--- src/rtl/or1300_store_buffer.sv ---
// Store buffer: steers byte/halfword/word stores onto big-endian byte lanes,
// queues them in a small FIFO and drains them over a request/grant/end bus.
module or1300_store_buffer #(
  parameter int DEPTH = 4
) (
  input  logic        clock,
  input  logic        reset,
  input  logic        storeValid,
  input  logic [1:0]  storeSize,
  input  logic [31:0] storeAddress,
  input  logic [31:0] storeData,
  output logic        storeReady,
  output logic        misalignedStore,
  input  logic [31:0] loadCheckAddress,
  output logic        loadHazard,
  output logic        bufferEmpty,
  output logic        busRequest,
  input  logic        busGrant,
  output logic [31:0] busAddress,
  output logic [3:0]  busByteEnables,
  output logic [31:0] busData,
  output logic        busWrite,
  input  logic        busEndTransaction,
  input  logic        busError,
  output logic        storeBusError
);

  localparam int AW = $clog2(DEPTH);
  localparam int CW = $clog2(DEPTH + 1);
  localparam logic [CW-1:0] FULL = CW'(DEPTH);

  typedef enum logic [1:0] {SZ_BYTE, SZ_HALF, SZ_WORD, SZ_RSVD} size_e;
  typedef enum logic [1:0] {S_IDLE, S_REQUEST, S_TRANSFER, S_WAIT} state_e;

  typedef struct packed {
    logic [29:0] word_addr;
    logic [3:0]  be;
    logic [31:0] data;
  } entry_t;

  entry_t           mem [DEPTH];
  logic [DEPTH-1:0] valid;
  logic [AW-1:0]    wr_ptr;
  logic [AW-1:0]    rd_ptr;
  logic [CW-1:0]    count;
  state_e           state;

  entry_t incoming;
  entry_t head;
  logic   aligned;
  logic   push;
  logic   pop;

  // Only the word address of a load matters for hazard detection.
  logic unused_load_offset;
  assign unused_load_offset = ^loadCheckAddress[1:0];

  // NOTE: every output of a combinational block gets a default first, so no
  // path through the case statement can leave a latch behind.
  always_comb begin
    incoming.word_addr = storeAddress[31:2];
    incoming.be        = 4'b0000;
    incoming.data      = 32'h0;
    aligned            = 1'b0;
    case (size_e'(storeSize))
      SZ_BYTE: begin
        aligned       = 1'b1;
        incoming.be   = 4'b1000 >> storeAddress[1:0];
        incoming.data = {4{storeData[7:0]}};
      end
      SZ_HALF: begin
        aligned       = ~storeAddress[0];
        incoming.be   = storeAddress[1] ? 4'b0011 : 4'b1100;
        incoming.data = {2{storeData[15:0]}};
      end
      SZ_WORD: begin
        aligned       = (storeAddress[1:0] == 2'b00);
        incoming.be   = 4'b1111;
        incoming.data = storeData;
      end
      default: aligned = 1'b0;
    endcase
  end

  assign storeReady  = (count != FULL);
  assign push        = storeValid & storeReady & aligned;
  assign pop         = ((state == S_TRANSFER) || (state == S_WAIT)) & busEndTransaction;
  assign bufferEmpty = (count == '0) && (state == S_IDLE);
  assign head        = mem[rd_ptr];

  // The in-flight head stays valid until popped, so it still blocks loads.
  always_comb begin
    loadHazard = push && (storeAddress[31:2] == loadCheckAddress[31:2]);
    for (int i = 0; i < DEPTH; i++) begin
      if (valid[i] && (mem[i].word_addr == loadCheckAddress[31:2])) loadHazard = 1'b1;
    end
  end

  // NOTE: the payload array carries no reset; the valid bits alone decide
  // whether an entry means anything, so a reset only needs to clear those.
  always_ff @(posedge clock) begin
    if (push) mem[wr_ptr] <= incoming;
  end

  always_ff @(posedge clock) begin
    if (reset) begin
      valid  <= '0;
      wr_ptr <= '0;
      rd_ptr <= '0;
      count  <= '0;
    end else begin
      if (push) begin
        valid[wr_ptr] <= 1'b1;
        wr_ptr        <= wr_ptr + AW'(1);
      end
      if (pop) begin
        valid[rd_ptr] <= 1'b0;
        rd_ptr        <= rd_ptr + AW'(1);
      end
      case ({push, pop})
        2'b10:   count <= count + CW'(1);
        2'b01:   count <= count - CW'(1);
        default: count <= count;
      endcase
    end
  end

  always_ff @(posedge clock) begin
    if (reset) begin
      state           <= S_IDLE;
      busRequest      <= 1'b0;
      busWrite        <= 1'b0;
      busAddress      <= 32'h0;
      busByteEnables  <= 4'b0000;
      busData         <= 32'h0;
      misalignedStore <= 1'b0;
      storeBusError   <= 1'b0;
    end else begin
      misalignedStore <= storeValid & ~aligned;
      storeBusError   <= 1'b0;
      case (state)
        S_IDLE: begin
          // Looking at push as well lets the request rise right after acceptance.
          if ((count != '0) || push) begin
            state      <= S_REQUEST;
            busRequest <= 1'b1;
          end
        end
        S_REQUEST: begin
          if (busGrant) begin
            state          <= S_TRANSFER;
            busWrite       <= 1'b1;
            busAddress     <= {head.word_addr, 2'b00};
            busByteEnables <= head.be;
            busData        <= head.data;
          end
        end
        S_TRANSFER, S_WAIT: begin
          if (busEndTransaction) begin
            state          <= S_IDLE;
            busRequest     <= 1'b0;
            busWrite       <= 1'b0;
            busAddress     <= 32'h0;
            busByteEnables <= 4'b0000;
            busData        <= 32'h0;
            storeBusError  <= busError;
          end else begin
            state    <= S_WAIT;
            busWrite <= 1'b0;
          end
        end
        default: state <= S_IDLE;
      endcase
    end
  end

endmodule

--- config.mk ---
export PLATFORM = sky130hd
export DESIGN_NAME = or1300_store_buffer
export DESIGN_NICKNAME = d
export VERILOG_FILES = /design/src/rtl/or1300_store_buffer.sv
export SDC_FILE = /design/constraint.sdc
export NUM_CORES = 1
export LEC_CHECK = 0
export ABC_AREA = 1
export CORE_MARGIN = 2
export CORE_UTILIZATION = 45
export CTS_CLUSTER_SIZE = 14
export DETAILED_ROUTE_END_ITERATION = 10
export GPL_TIMING_DRIVEN = 0
export PLACE_DENSITY_LB_ADDON = 0.2
export SETUP_SLACK_MARGIN = 0.15
export SYNTH_ARGS = -nofsm -noshare
export SYNTH_HDL_FRONTEND = slang
export SYNTH_SLANG_ARGS = --single-unit
--- constraint.sdc ---
create_clock -name clock -period 4.6 [get_ports clock]
set_input_delay 0.46 -clock clock [delete_from_list [all_inputs] [get_ports clock]]
set_output_delay 0.46 -clock clock [all_outputs]
set_load 0.02 [all_outputs]
* After elaboration in Yosys (flattened, before gate mapping)
Memories as Yosys holds them, arrays and structs flattened. A register that Yosys moved wholly into a read port is not among the register bits. Index checks and enable logic that the tools add are counted.
Storage, ports and cells: output and inout bits 75, memory bits (writable) 264, memories kept 1, register bits 85
Memory list:
- mem | depth 4, bits a word 66, rd ports 5, clocked after Yosys merged registers in 1, wr ports 1, line 41 | entry_t mem [DEPTH];
Operators by class: reductions and logical operators 24, magnitude comparators 4, equal/unequal tests 16, muxes and demuxes 36, bitwise logic cells 11, $add $sub $neg 4, shift-type cells 1
Operators by type and width (count):
- == test 30 bit | 5
- one-hot mux 32 bit (2 select lines) | 2
- one-hot mux 36 bit (3 select lines) | 1
- two-way mux 32 bit | 3
- two-way mux 4 bit | 6
- two-way mux 1 bit | 11
- two-way mux 2 bit | 5
- == test 2 bit, second input constant | 4
- logical AND 1 bit | 8
- one-hot mux 4 bit (2 select lines) | 1
- == test 2 x 1 -> 1 bit, second input constant | 3
- zero test 2 bit | 3
- < comparator 2 x 3 -> 1 bit, second input constant | 2
- one-hot mux 2 bit (3 select lines) | 1
- one-hot mux 3 bit (2 select lines) | 1
- AND reduction 3 bit | 2
- nonzero test 2 bit | 3
- adder 2 x 1 -> 2 bit, second input constant | 2
- AND 1 bit | 4
- AND 4 bit | 1
- demux 1 bit (select 2 bit) | 2
- >= comparator 2 x 1 -> 1 bit, second input constant | 2
- inequality test 2 bit, second input constant | 2
- inverter 1 bit | 4
- 15 further kinds | 18

* Depth between registers and ports, before layout
Gate-level depths: netlist (run 1).
depth after elaboration 9, mapped depth 12, mapped depth without buffers 11

* Worst setup path before layout (run 1)
No wires, ideal clock.
path kind input-to-reg, start in storeSize[1], end mem mem[0][0] (netlist name), enable pin, required time 4.198 ns, setup time 0.402 ns, slack 2.193 ns, cell stages on the path 6, data arrival time 2.004 ns, path buffers 1, cell sequence inv_2 nand2_4 a21oi_2 nand2_1 buf_6 nor2_4
On the way: word-level cells in the longest chain between the ends 5, elaborated cells on any way between the ends 7
RTL lines:
- start, declared | line 9 | input logic [1:0] storeSize,
- == test 2 bit (tied with other cells) | line 65 | case (size_e'(storeSize))
- one-hot mux 1 bit (3 select lines) (*) | line 65
- AND 1 bit (*) | line 86 | assign push = storeValid & storeReady & aligned;
- two-way mux 1 bit (*) | line 102 | if (push) mem[wr_ptr] <= incoming;
- two-way mux 1 bit (not written as such) (*) | line 102
- end, declared | line 41
Mark *: on every way between the ends. The rest lies on a longest branch, timed or not.

* Worst setup path after layout (run 1)
start in storeSize[0], end out loadHazard
On the way: word-level cells in the longest chain between the ends 8, elaborated cells on any way between the ends 10
RTL lines:
- == test 2 bit (tied with other cells) | line 65
- one-hot mux 1 bit (3 select lines) (*) | line 65
- AND 1 bit (*) | line 86
- logical AND 1 bit (*) | line 93 | loadHazard = push && (storeAddress[31:2] == loadCheckAddress[31:2]);
- two-way mux 1 bit (*) (4 in series) | line 95 | if (valid[i] && (mem[i].word_addr == loadCheckAddress[31:2])) loadHazard = 1'b1;
- end, declared | line 15 | output logic loadHazard,
Marks and branches as above.

==> metrics.txt, run 1 <==
1st-iter DRT viols=1,302; Final min period=3.30 ns; sequential area share after synthesis=0.608; GPL Wtd Cong=0.951; mux contribution to synthesized area=0; die height=192 microns; initial core utilization=0.457; crit-path max FO=10; Residual DRC=0; critical path arrival=2.84 ns; clock sink total=349; clk_lat worst skew=0.52 ns; largest net degree at the start of global routing=28; P&R area growth vs syn=23.1%; Ant. Diodes=0; Worst Hold Slack=0.416 ns; Sw Pwr=2.31 mW; filler instances=3,149; Max clock buf depth=3; Synth Area in Simple Gates=0.181; Cell Area, Synth=15,800 sq um; Syn Area/Cell=9.13 sq um; Setup Skew=0.00853 ns; drt total wl=53,200 microns; Post-Synth Adder-Cell Area=0.00838; gr usage total=0.291; Max Transition Viols Final=0; row count=68; internal power=5.83 mW; largest family of logic cells by synthesized area=simple AND/OR/NAND/NOR gates; WS Path Type=in2out; fmax=0.303 GHz; CTS resizes=0; Die Wd=192 microns; Gate power share=0.192; power per cell area=418 nW/um^2; CTS root buffer=clkbuf_16; vias in the first global route=12.5k; Num CTS Buffers=38; # port buffers=169; CP required=4.14 ns; VDD IR max=0.307 mV; Clock Pin Slew Worst Setup and Hold Paths=0.06 ns; complex-gate fraction of the synthesized area=0.126; gr ovfl total=0; Fin. Hold Viols=0; part of the power in registers=0.447; hold path depth=2; RSZ-0062 raised after global routing=false; overall power=8.14 mW; nets=2,067; worst-margin pin slew=0.955 ns; final setup vio count=0; hold crit path type=in2reg; CP endpoint kind=output port; most frequent cells in the layout=nand2_1 (493), edfxtp_1 (264), nor2_1 (210); clock share of power=0.361; setup TNS=0 ns; die area=36,700 sq um; worst r2r path cells=7; first drt pass iteration count=6; Primary FF master, synth=edfxtp_1; first-pass GRT wire length=77,300 microns; Syn. warnings=0; Max Cap Viol=0; commonest non-fill, non-tap cell in the layout=nand2_1; layout cells sized above 1=0.0651; number of synthesized flops with an enable pin=264; Rel. slew slack=0.363; fraction of registers with async set/reset=0; Cell Area, Placed=18,300 sq um; Synth Register Bits=349; Wirelength per Cell=21.8 microns; fin crit share=0.718; Post-Syn Instances=1,734; Synth cell types=36; H-tree lvl count=2; Post-Synth XOR/XNOR Area=0.0149; initial antenna violation count=0; final instance area=19,500 sq um; Sw Ratio=0.283; cts hold-fix bufs=0; startpoint types=input pin; postcts setup bufs=0; Routed Antenna Nets=0; # IOs=179; CTS tree=built; status=completed; total vias in the final route=13.2k; Detailed Place HPWL=39,300 microns; number of vias per cell=5.40; leakage=7.44 nW; area of the core=34,600 sq um
-- routing by layer --
metal  track usage  vias to the layer above  part of all wire
met3        0.0463                      108             0.080
li1              -                     6212                 -
met2         0.480                      630              0.47
met5             0                        -                 0
met1         0.372                     6212              0.40
met4         0.142                        0             0.050
-- worst max-delay path, cell delays in order --
cell and delay (ns):
clkdlybuf4s50_1 0.49, inv_2 0.12, nand2_4 0.10, a21oi_2 0.33
nand2_1 0.15, buf_6 0.19, nor2_1 0.16, nand2_1 0.06
nand3_1 0.14, clkdlybuf4s50_1 0.62
-- cell families after synthesis --
logic type                 count (synthesis)
other                                      1
xor gates and xnor gates                  27
buffers and inverters                    222
DFF                                      349
and+or+nand+nor                          741
AOI/OAI and AO/OA                        384
adders and majority gates                 10
-- cells in the mapped netlist, types with 3 or more instances --
| cell | number | area share |
|---|---|---|
| nand2_1 | 493 | 0.12 |
| edfxtp_1 | 264 | 0.50 |
| nor2_1 | 210 | 0.050 |
| o21ai_0 | 195 | 0.062 |
| inv_1 | 138 | 0.033 |
| a21oi_1 | 115 | 0.036 |
| dfxtp_1 | 85 | 0.11 |
| o22ai_1 | 42 | 0.017 |
| buf_2 | 27 | 0.0085 |
| o21ai_1 | 25 | 0.0079 |
| clkbuf_1 | 23 | 0.0055 |
| nand3_1 | 21 | 0.0066 |
| buf_4 | 16 | 0.0076 |
| xnor2_1 | 16 | 0.0089 |
| xor2_1 | 11 | 0.0061 |
| ha_1 | 9 | 0.0071 |
| inv_2 | 8 | 0.0019 |
| clkbuf_2 | 5 | 0.0016 |
| nor2_4 | 4 | 0.0028 |
| nor3_1 | 4 | 0.0013 |
| buf_6 | 3 | 0.0021 |
| nand4_1 | 3 | 0.0012 |
-- per-stage QoR --
| stage | worst slack (ns) | std cells | util |
|---|---|---|---|
| floorplan | 2.19 | 1735 | - |
| finish | 1.30 | 2436 | 0.563 |
| CTS | 1.30 | 2436 | 0.563 |
| detailed placement | 1.20 | 2368 | 0.528 |
| global placement | 0.394 | 2359 | 0.522 |
| global route | 1.12 | 2436 | 0.563 |
-- worst paths after layout --
| check | from | end | slack (ns) |
|---|---|---|---|
| worst max-delay path | storeSize[0] | loadHazard | 1.30 |
| worst min-delay path | reset | state[1] | 0.42 |
| worst max register to register | count[1] | mem[2][26] | 2.18 |
| worst min register to register | busAddress[13] | busAddress[13] | 0.46 |
-- flip-flops by register name (all words and copies together), names as in the netlist, named ones only --
signal	cells
busWrite	1
mem	264
busByteEnables	4
rd_ptr	2
busData	32
busRequest	1
state	2
misalignedStore	1
wr_ptr	2
count	3
valid	4
busAddress	30
storeBusError	1
-- power by group through the flow --
| stage | registers [mW] | logic (mW) | clock network [mW] |
|---|---|---|---|
| after floorplan | 3.79 | 0.731 | 0 |
| after global placement | 3.71 | 1.52 | 0 |
| after detailed placement | 3.71 | 1.55 | 0 |
| after CTS | 3.64 | 1.55 | 2.97 |
| after global routing | 3.65 | 1.68 | 3.10 |
| final | 3.64 | 1.56 | 2.94 |
-- layout make-up --
type,instances,area [sq um],area share
Tap cell,455,569,0.0292
Multi-Input combinational cell,1164,5250,0.269
Clock buffer,59,1120,0.0576
Buffer,76,408,0.0209
Inverter,146,548,0.0281
Timing Repair Buffer,178,1890,0.0968
Sequential cell,349,9630,0.494
Clock inverter,9,76.3,0.00392
(Power assumes the default switching activity.)
==> run 2, diff against run 1 <==
Clock period 4.6 ns to 2.7 ns, I/O delays scaled along.
==> metrics.txt, run 2 (synthesized netlist as in run 1, its figures left out) <==
status=completed; CP max stage delay=0.45 ns; Layout Cells excl Fill=2,440; CTS tree=built; Rel. slew slack=0.369; crit-path max FO=2; worst-margin pin slew=0.947 ns; commonest non-fill, non-tap cell in the layout=nand2_1; Placement Setup Slack=-0.510 ns; filler instances=3,142; gr usage total=0.292; Gate power share=0.192; Crit path max-delay family=simple AND/OR/NAND/NOR gates; Ant. Diodes=0; final instance area=19,500 sq um; Worst Hold Slack=0.194 ns; Max clock buf depth=3; CP Depth=9; Cell Area, Placed=18,300 sq um; setup TNS=0 ns; GPL Wtd Cong=0.951; nets=2,071; Max Cap Viol=0; Sw Ratio=0.284; leakage=7.49 nW; final setup vio count=0; Reg with most FFs=mem; Final min period=2.61 ns; initial core utilization=0.457; number of vias per cell=5.41; drt total wl=53,400 microns; clk_lat worst skew=0.52 ns; total vias in the final route=13.2k; internal power=9.94 mW; hold path depth=1; P&R area growth vs syn=23.4%; Routed Antenna Nets=0; Clock Pin Slew Worst Setup and Hold Paths=0.06 ns; Max Transition Viols Final=0; part of the power in registers=0.447; FF-to-FF End=busAddress[25]; Worst Slack Setup Final=0.0863 ns; Setup Skew=0.0106 ns; WS Path Type=reg2out; Placed Cells incl. Taps=2,368; worst r2r path cells=6; Fin. Hold Viols=0; CP Buf/Inv Count=1; # IOs=179; biggest regs=mem x264, busData x32, busAddress x30; CP required=2.43 ns; slowest CP cell=dfxtp_1; Num CTS Buffers=38; Detailed Place HPWL=39,300 microns; H-tree lvl count=2; most frequent cells in the layout=nand2_1 (493), edfxtp_1 (264), nor2_1 (210); Residual DRC=0; vias in the first global route=12.5k; Sw Pwr=3.94 mW; fmax=0.383 GHz; hold path endpoint=mem[3][41]; VDD IR max=0.526 mV; first drt pass iteration count=7; power per cell area=710 nW/um^2; largest net degree at the start of global routing=28; Wirelength per Cell=21.9 microns; critical path arrival=2.34 ns; fin crit share=0.968; hold crit path type=in2reg; overall power=13.9 mW; Top cell by count, worst path=nor2_1; CP endpoint kind=output port; hold wc startpoint=storeAddress[7]; clock sink total=349; final core utilization=0.564; CTS root buffer=clkbuf_16; max FFs per register=264; RSZ-0062 raised after global routing=true; initial antenna violation count=0; gr ovfl total=0; first-pass GRT wire length=77,600 microns; clock share of power=0.361; crit-path cells=o21ai_0, nor2_1, nand2_1, nor2_1, nand2_1, nor2_1, nor2_1, nand3_1, clkdlybuf4s15_2; Die Wd=192 microns; die height=192 microns; row count=68; worst reg-to-reg setup slack=0.39 ns; layout cells sized above 1=0.0685; 1st-iter DRT viols=1,300; area of the core=34,600 sq um; # port buffers=169; startpoint types=flop; die area=36,700 sq um
run 2: cell type report:
class / instances / area [sq um] / share of cell area
Buffer: 76 / 408 / 0.0209
Clock buffer: 59 / 1120 / 0.0575
Clock inverter: 9 / 76.3 / 0.00391
Inverter: 146 / 548 / 0.0281
Multi-Input combinational cell: 1165 / 5270 / 0.270
Sequential cell: 349 / 9630 / 0.493
Tap cell: 455 / 569 / 0.0291
Timing Repair Buffer: 181 / 1920 / 0.0981
run 2: timing repair:
item,4_1_cts,5_1_grt
resized for setup,5,4
endpoints found under the setup margin,77,54
pin swaps,2,2
buffers inserted,0,3
gates cloned,1,0
hold buffers,0,0
run 2: power by group through the flow:
| stage | Sequential [mW] | Clock, mW | Combinational [mW] |
|---|---|---|---|
| 2_1_floorplan | 6.45 | 0 | 1.25 |
| 3_3_place_gp | 6.32 | 0 | 2.59 |
| 3_5_place_dp | 6.31 | 0 | 2.64 |
| 4_1_cts | 6.20 | 5.06 | 2.65 |
| 5_1_grt | 6.22 | 5.29 | 2.87 |
| 6_report | 6.20 | 5.01 | 2.67 |
run 2: per-layer routing:
metal,vias up,part of all wire,routed length [microns],GRT usage
li1,6217,-,-,-
met1,6236,0.40,21300,0.374
met4,0,0.052,2800,0.148
met2,638,0.47,25100,0.483
met5,-,0,0,0
met3,119,0.079,4200,0.0441
run 2: worst max path at each step:
stage | slack (ns) | to | from
after floorplan | 0.48 | mem[0][0] | storeSize[1]
after global placement | -1.32 | mem[1][20] | storeSize[0]
after detailed placement | -0.51 | mem[2][20] | storeSize[0]
after CTS | 0.15 | loadHazard | valid[2]
after global routing | 0.03 | loadHazard | loadCheckAddress[19]
final | 0.09 | loadHazard | valid[2]
==> run 3, diff against run 2 <==
Settings changed: CORE_ASPECT_RATIO set to 1.5, TNS_END_PERCENT set to 10.
==> metrics.txt, run 3 (synthesized netlist as in run 1, its figures left out) <==
vias in the first global route=12.9k; initial antenna violation count=0; RSZ-0062 raised after global routing=true; CTS root buffer=clkbuf_16; layout cells sized above 1=0.0764; final setup vio count=0; CTS tree=built; GPL Wtd Cong=0.963; Wirelength per Cell=22.7 microns; Die Wd=157 microns; startpoint types=input pin; Max clock buf depth=3; Clock Pin Slew Worst Setup and Hold Paths=0.06 ns; first-pass GRT wire length=79,900 microns; Worst Hold Slack=0.187 ns; Residual DRC=0; overall power=13.8 mW; die area=36,700 sq um; die height=234 microns; biggest regs=mem x264, busData x32, busAddress x30; Routed Antenna Nets=0; first drt pass iteration count=7; CP max stage delay=0.57 ns; Ant. Diodes=0; Gate power share=0.197; Sw Pwr=3.93 mW; drt total wl=55,700 microns; fmax=0.399 GHz; worst r2r path cells=6; initial core utilization=0.454; Fin. Hold Viols=0; 1st-iter DRT viols=1,198; clock sink total=349; total vias in the final route=13.1k; crit-path max FO=6; leakage=7.56 nW; # IOs=179; most frequent cells in the layout=nand2_1 (489), edfxtp_1 (264), nor2_1 (205); VDD IR max=0.423 mV; number of vias per cell=5.35; area of the core=34,900 sq um; largest net degree at the start of global routing=29; power per cell area=704 nW/um^2; H-tree lvl count=2; P&R area growth vs syn=23.8%; clk_lat worst skew=0.52 ns; WS Path Type=in2out; Num CTS Buffers=34; Rel. slew slack=0.361; cts hold-fix bufs=0; gr ovfl total=0; Placement Setup Slack=-0.411 ns; nets=2,068; Reg with most FFs=mem; # port buffers=169; status=completed; hold crit path type=in2reg; fin crit share=0.927; commonest non-fill, non-tap cell in the layout=nand2_1; Max Transition Viols Final=0; gr usage total=0.304; max FFs per register=264; hold path depth=2; crit-path cells=clkdlybuf4s50_1, inv_1, nand2_1, o21ai_0, nor2_1, nand2_1, nor2_2, nand2_1, nor2_1, nor2_1, nand3_1, clkdlybuf4s15_2; Setup Skew=0.0166 ns; worst-margin pin slew=0.958 ns; clock share of power=0.354; CP required=2.43 ns; Max Cap Viol=0; Detailed Place HPWL=42,200 microns; Sw Ratio=0.285; Layout Cells excl Fill=2,450; row count=84; Final min period=2.50 ns; critical path arrival=2.23 ns; Placed Cells incl. Taps=2,387; slowest CP cell=clkdlybuf4s50_1; Worst Slack Setup Final=0.196 ns; internal power=9.87 mW; CP endpoint kind=output port; part of the power in registers=0.449
run 3: path summary, 6_finish.rpt:
path         slack (ns)                  from              to
max                0.20  loadCheckAddress[25]      loadHazard
min                0.19                 reset        valid[3]
max reg2reg        0.34                  flop  busAddress[29]
min reg2reg        0.46        busAddress[28]  busAddress[28]
run 3: stage by stage:
step                      area (sq um)  setup TNS (ns)   util
final                            19600               0  0.562
after global routing             19600               0  0.562
after CTS                        19500               0  0.560
after detailed placement         18300          -31.85  0.525
after global placement           18100         -323.90  0.519
after floorplan                  15800               0      -
run 3: critical path, delay by kind of cell:
family                 cells  cell delay, ns
and+or+nand+nor            8            0.86
AOI/OAI and AO/OA          1            0.11
buffers and inverters      3            0.99
run 3: routing by layer:
metal,global-route usage,vias up,wire length [microns]
met3,0.0328,149,2760
met4,0.232,0,4900
met1,0.325,6210,19500
li1,-,6211,-
met2,0.545,549,28600
met5,0,-,0
run 3: power groups by stage:
stage | clock [mW] | combinational, mW | sequential [mW]
3_5_place_dp | 0 | 2.68 | 6.31
2_1_floorplan | 0 | 1.25 | 6.45
5_1_grt | 5.14 | 2.92 | 6.22
3_3_place_gp | 0 | 2.64 | 6.31
6_report | 4.88 | 2.72 | 6.20
4_1_cts | 4.94 | 2.70 | 6.20
run 3: area by class of cell:
type	count	area, sq um
Buffer	76	408
Clock buffer	50	1040
Clock inverter	9	104
Fill cell	3225	15300
Inverter	146	548
Multi-Input combinational cell	1164	5310
Sequential cell	349	9630
Tap cell	473	592
Timing Repair Buffer	183	1960
run 3: timing repair:
item / 4_1_cts / 5_1_grt
pin swaps: 1 / 6
setup buffers: 0 / 4
cloned: 0 / 0
gates resized for setup: 17 / 20
endpoints found under the setup margin: 28 / 28
